**config.mk**
```make
export PLATFORM = sky130hd
export DESIGN_NAME = logic_gate_sched
export DESIGN_NICKNAME = d
export VERILOG_FILES = /design/src/rtl/logic_gate_sched.sv
export SDC_FILE = /design/constraint.sdc
export NUM_CORES = 1
export LEC_CHECK = 0
export ABC_AREA = 1
export CAP_MARGIN = 20
export CORE_UTILIZATION = 46
export DETAILED_ROUTE_END_ITERATION = 10
export GPL_ROUTABILITY_DRIVEN = 0
export PLACE_DENSITY = 0.83
export SYNTH_ARGS = -nofsm -noshare
export SYNTH_HDL_FRONTEND = slang
export SYNTH_SLANG_ARGS = --single-unit
```
**constraint.sdc**
```tcl
create_clock -name clk -period 4 [get_ports clk]
set_clock_uncertainty 0.2 [all_clocks]
set_input_delay 0.4 -clock clk [delete_from_list [all_inputs] [get_ports clk]]
set_output_delay 0.4 -clock clk [all_outputs]
set_load 0.005 [all_outputs]
```
**src/rtl/logic_gate_sched.sv**
```systemverilog
// Round-robin scheduler sharing one registered bitwise logic unit among four requesters.
// Optional completed-transfer counter enabled by defining GATE_SCHED_STATS_EN.
module logic_gate_sched #(
  parameter int WIDTH = 8
) (
  input  logic               clk,
  input  logic               rst,
  input  logic [3:0]         req_valid,
  input  logic [11:0]        req_op,
  input  logic [4*WIDTH-1:0] req_a,
  input  logic [4*WIDTH-1:0] req_b,
  output logic [3:0]         req_ready,
  output logic               res_valid,
  output logic [WIDTH-1:0]   res_y,
  output logic [1:0]         res_id,
  input  logic               res_ready,
  output logic [15:0]        ops_done
);

  typedef enum logic {IDLE, RESP} state_t;

  state_t           state_q, state_d;
  logic [1:0]       ptr_q;
  logic [3:0]       grant;
  logic [1:0]       gidx;
  logic [1:0]       idx;
  logic             found;
  logic             accept;
  logic             xfer;
  logic [2:0]       op_p0;
  logic [WIDTH-1:0] a_p0, b_p0;
  logic             vld_p1;
  logic [WIDTH-1:0] y_p1;
  logic [1:0]       id_p1;

  function automatic logic [WIDTH-1:0] gate_fn(input logic [2:0] op,
                                               input logic [WIDTH-1:0] a,
                                               input logic [WIDTH-1:0] b);
    case (op)
      3'b000:  gate_fn = a & b;
      3'b001:  gate_fn = a | b;
      3'b010:  gate_fn = a ^ b;
      3'b011:  gate_fn = ~(a ^ b);
      3'b100:  gate_fn = ~(a & b);
      3'b101:  gate_fn = ~(a | b);
      3'b110:  gate_fn = ~a;
      default: gate_fn = a;
    endcase
  endfunction

  // First valid requester scanning from ptr upward, modulo 4
  always_comb begin
    grant = '0;
    gidx  = ptr_q;
    idx   = ptr_q;
    found = 1'b0;
    for (int k = 0; k < 4; k++) begin
      idx = ptr_q + 2'(k);
      if (!found && req_valid[idx]) begin
        found       = 1'b1;
        gidx        = idx;
        grant[idx]  = 1'b1;
      end
    end
  end

  assign accept    = (state_q == IDLE) || res_ready;
  assign req_ready = (accept && !rst) ? grant : 4'b0000;
  assign xfer      = |req_ready;

  // Stage p0: operand mux for the granted requester
  assign op_p0 = req_op[3*gidx +: 3];
  assign a_p0  = req_a[WIDTH*gidx +: WIDTH];
  assign b_p0  = req_b[WIDTH*gidx +: WIDTH];

  always_comb begin
    state_d = state_q;
    if (xfer)
      state_d = RESP;
    else if (state_q == RESP && res_ready)
      state_d = IDLE;
  end

  // Stage p1: registered result held until the consumer takes it
  always_ff @(posedge clk) begin
    if (rst) begin
      state_q <= IDLE;
      ptr_q   <= 2'd0;
      y_p1    <= '0;
      id_p1   <= 2'd0;
    end else begin
      state_q <= state_d;
      if (xfer) begin
        ptr_q <= gidx + 2'd1;
        y_p1  <= gate_fn(op_p0, a_p0, b_p0);
        id_p1 <= gidx;
      end
    end
  end

  assign vld_p1    = (state_q == RESP);
  assign res_valid = vld_p1;
  assign res_y     = y_p1;
  assign res_id    = id_p1;

`ifdef GATE_SCHED_STATS_EN
  logic [15:0] ops_q;

  always_ff @(posedge clk) begin
    if (rst)
      ops_q <= 16'h0000;
    else if (vld_p1 && res_ready)
      ops_q <= ops_q + 16'd1;
  end

  assign ops_done = ops_q;
`else
  assign ops_done = 16'h0000;
`endif

endmodule

```
### Yosys cells after proc, flatten, opt, wreduce, memory -nomap -nowiden

Cells that the tools add are included.

| cells by class | value |
|---|---|
| $add $sub $neg | 4 |
| multiply operators | 1 |
| divide/modulo/power cells | 0 |
| order comparisons | 8 |
| eq/ne operators | 6 |
| shift-type cells | 3 |
| multiplexer cells | 30 |
| bitwise logic cells | 11 |
| reductions and logical operators | 17 |

Operator list:

| kind | number |
|---|---|
| $shiftx 32x6->8 | 2 |
| $pmux 8 s7 | 1 |
| $not 8->8 | 4 |
| $mux 4 | 5 |
| $mux 1 | 13 |
| $lt 2x3->1 const B | 4 |
| $or 4x4->4 | 3 |
| $shiftx 12x5->3 | 1 |
| $eq 3x3->1 const B | 3 |
| $logic_and 1x1->1 | 9 |
| $and 8x8->8 | 1 |
| $bmux 1 s2 | 4 |
| $demux 1 s2 | 4 |
| $ge 2x1->1 const B | 4 |
| $or 8x8->8 | 1 |
| $xor 8x8->8 | 1 |
| $eq 3x2->1 const B | 2 |
| $mux 2 | 3 |
| $add 2x1->2 const B | 2 |
| $add 2x2->2 const B | 2 |
| $logic_not 1->1 | 4 |
| $mul 2x2->4 const A | 1 |
| $reduce_or 4->1 | 1 |
| $eq 3x1->1 const B | 1 |
| 4 further kinds | 4 |

| storage, ports and cells | value |
|---|---|
| register bits after elaboration | 13 |
| latch bits | 0 |
| RAM bits | 0 |
| ROM bits | 0 |
| input port bits | 83 |
| output and inout port bits | 31 |
| word-level logic and storage cells | 84 |
| memories kept | 0 |

### Logic depth before layout (Yosys ltp)

| logic depth | value |
|---|---|
| depth after elaboration | 16 |
| gate-level depth with buffers | 25 |
| mapped depth without buffers | 22 |

### Worst setup path after synthesis

No wires, ideal clock.

| timing path | value |
|---|---|
| path kind | register -> register |
| start point | register ptr_q[0] |
| end point | register y_p1[6] (netlist: res_y[6]) |
| library setup time | 0.109 ns |
| arrival time | 3.143 ns |
| data required time | 3.691 ns |
| slack | 0.548 ns |
| cell stages (with the launch flop) | 24 |
| path buffers | 3 |
| period minus slack after synthesis | 3.452 ns |
| cells stage by stage | dfxtp_1 buf_6 inv_4 ha_1 inv_1 nand3_1 nand2_2 nand2_4 nor2_8 nand2_4 nand2_4 buf_6 buf_2 mux2_2 nand2_1 o21ai_0 inv_1 ha_1 nand4_1 nand2_1 nor2_1 nand3_1 nand2_1 inv_1 |

| between the ends | value |
|---|---|
| longest elaborated chain between the ends | 16 |
| elaborated cells between the ends (all ways) | 71 |
| those cells by class | add/sub: 3; mul: 1; order compare: 8; eq/ne: 6; shift: 3; mux: 28; bitwise: 10; reduce/logical: 12 |

Ends and longest elaborated chain:

| what | RTL line | text |
|---|---|---|
| start, declared | 23 | `logic [1:0] ptr_q;` |
| start signal, assigned | 94 | `ptr_q <= gidx + 2'd1;` |
| parallel branches: the longest is 16 deep, another holds $mul 2x2->4 | -- |  |
| end signal, assigned | 95 | `y_p1 <= gate_fn(op_p0, a_p0, b_p0);` |
| end, declared | 33 | `logic [WIDTH-1:0] y_p1;` |

Several ways; the timed one is not identified. The select of a mux whose other input is x is not followed.
A chain may end at the register's enable or synchronous reset.

### Worst setup path after layout

| timing path | value |
|---|---|
| start point | register ptr_q[1] |
| end point | register y_p1[6] (netlist: res_y[6]) |

Same word-level chain as after synthesis.

==> out/qor.yml <==
outcome: "finished with violations"
failed_checks: "DRC"
dpl.hpwl_um: 6340
num_rows: 29
worst_path_most_repeated_cell: "nand3_1"
holdBufCountCts: 0
cts_tree: "yes"
worst_slew_pin_slew_ns: 0.534
h-tree-depth: 1
postCtsSetupBuffers: 0
min_to: "res_valid"
die_area_um2: 7040
finalSetupViolations: 0
wl_um: 8250
gr-total-overflow: 0
fin_area_um2: 3990
start_util_pct: 48.0
cts_inserted_buffers: 3
cts-root-buf: "clkbuf_8"
antennaDiodeCount: 0
drt_iter0_markers: 245
dp.cells: 654
max_stage_delay_ns: 0.32
maxSlewViolCount: 0
r2r_end: "res_y[6]"
clockBufferDepth: 2
cap_violations: 0
cp_cell_sequence: "inv_1 -> ha_1 -> inv_1 -> nand3_1 -> nand2_2 -> nand2_4 -> nor2_8 -> nand2_4 -> nand2_4 -> buf_6 -> nand2_1 -> nand3_1 -> nand2_2 -> nor2_8 -> nand3_1 -> nand2_1 -> nor2_1 -> nand3_1 -> nand2_1 -> inv_1"
r2r_slack_ns: 0.32
ioPinCount: 114
ys_ff_latch: 13
grt_max_degree: 32
stdcell_count: 658
max_freq_mhz: 272
reg2regPathDepth: 20
viasPerCell: 5.24
rr_startpoint: "ptr_q[1]"
wl_per_cell_um: 12.5
dieWidth_um: 83.9
clkLatencyLatePin_ns: 0.24
cp-end-kind: "register"
fin_crit_ns: 3.68
yosys_warnings: 0
placed_cell_area_um2: 3940
grt_pass1_vias: 3194
hold_viol: 0
syn2layout_area_growth_pct: 29.3
yosys.area.top_type_share_pct: 13.6
synth_top_area_cell: "nand2_1"
nets: 688
hp-start: "res_valid"
setup_tns_ns: 0
drive_gt1_share_pct: 11.4
hp-class: "register to register"
min_path_cells: 2
synth_area_per_cell_um2: 6.17
timing.hold.ws_ns: 0.285
period_share_pct: 91.9
seq_area_frac_synth_pct: 8.43
crit_required_ns: 3.99
clkTransAtPathRegs_ns: 0.06
grt_first_pass_wirelength_um: 14000
remaining_drc_errors: 10
antenna_left: 0
maxSlewHeadroom_pct: 64.3
die_y_um: 83.9
antenna_found_initial: 0
cpMaxStageDelayCell: "ha_1"
track_usage_pct: 23.4
worst_setup_path_start_kind: "register"
worstSetupPathType: "register to register"
port_buffers: 97
postSynthCellCount: 500
syn_area_um2: 3090
drt-pass1-iter-count: 8
rsz0062_at_grt: "no"
cts_num_sinks: 13
core-area_um2: 6420
routed-via-count: 3448
synth.distinct_cells: 32
synth.area.top_cells: "nand2_1 (14%), nand3_1 (11%), ha_1 (9.3%)"
path_max_fanout: 23
arrival_ns: 3.67
-- sequential cells by signal (all words and copies together) (netlist names) --
register,count
ptr_q,2
res_id,2
res_y,8
res_valid,1
-- layout by cell type, fill, tap and decap left out, types with 2 or more instances in the layout --
master             n
conb_1            16
ha_1              23
buf_4              5
inv_1             69
a21oi_1            5
nand2_2           10
dfxtp_1           13
inv_4              2
mux2_2            16
nor2_8             2
clkdlybuf4s50_1   97
nand2_1          112
nand3_2            8
nand4_1           34
a211oi_1           2
o21ai_0            8
nor2_2             3
nand3_1           69
nand2_4           12
clkbuf_8           3
a31oi_1            8
nor2_1            44
nand3b_1           8
o21ai_1            2
-- synthesized netlist by cell type --
| library cell | number |
|---|---|
| a211oi_1 | 2 |
| a21oi_1 | 5 |
| a21oi_4 | 1 |
| a22oi_1 | 1 |
| a31oi_1 | 8 |
| buf_2 | 6 |
| buf_4 | 24 |
| buf_6 | 9 |
| clkbuf_1 | 2 |
| clkinv_1 | 1 |
| conb_1 | 1 |
| dfxtp_1 | 13 |
| ha_1 | 23 |
| inv_1 | 69 |
| inv_4 | 2 |
| mux2_2 | 16 |
| nand2_1 | 112 |
| nand2_2 | 11 |
| nand2_4 | 11 |
| nand3_1 | 69 |
| nand3_2 | 8 |
| nand3b_1 | 8 |
| nand3b_2 | 1 |
| nand4_1 | 34 |
| nand4_4 | 1 |
| nor2_1 | 44 |
| nor2_2 | 3 |
| nor2_4 | 1 |
| nor2_8 | 2 |
| nor3b_1 | 1 |
| o21ai_0 | 10 |
| xnor2_1 | 1 |
-- how the worst max path moves through the flow --
stage                 start  cells after the start        to  slack [ns]
2_1_floorplan      ptr_q[0]                     23  res_y[6]        0.55
3_3_place_gp   req_valid[2]                     20  res_y[3]        0.34
3_5_place_dp   req_valid[2]                     20  res_y[2]        0.20
4_1_cts            ptr_q[1]                     20  res_y[3]        0.27
5_1_grt            ptr_q[1]                     21  res_y[6]        0.02
6_report           ptr_q[1]                     20  res_y[6]        0.32
-- logic make-up after synthesis --
group	synth area share (%)
AOI/OAI and AO/OA	5.31
muxes	5.84
DFF	8.43
xor gates and xnor gates	0.284
adders and majority gates	9.33
buffers and inverters	19.3
other	0.122
and+or+nand+nor	51.4
-- area by class of cell --
class	count	area, µm²
fillers	588	2430
multi-input cells	389	2290
repair buffers	103	1020
inverters	72	275
flip-flops and latches	13	260
well taps	77	96.3
clock buffers	4	45.0
-- worst max-delay path, delay by kind of cell (launching register included) --
kind          cells  cell delay (ns)
simple gates     15             2.09
buf+inv           4             0.65
fa+ha+maj         1             0.32
flops             1             0.31
-- per-layer routing --
layer | track usage (%) | wire length, µm | up-vias
li1 | - | - | 1763
met1 | 28.8 | 3570 | 1530
met3 | 2.67 | 519 | 10
met2 | 43.1 | 4060 | 145
met5 | 0 | 0 | -
met4 | 5.96 | 110 | 0
-- stage by stage --
stage / setup WS [ns] / utilization [%]
floorplan: 0.548 / -
detailed placement: 0.202 / 61.3
global route: 0.0166 / 62.1
global placement: 0.337 / 61.3
CTS: 0.274 / 62.0
finish: 0.324 / 62.1
-- timing repair --
action | CTS | global route
setup endpoints to repair | 0 | 6
hold endpoints to repair | 0 | 0
gates resized for setup | 0 | 4
Power is not shown: default switching activity piles up to over one toggle a cycle in this logic, so the estimate is an artifact.
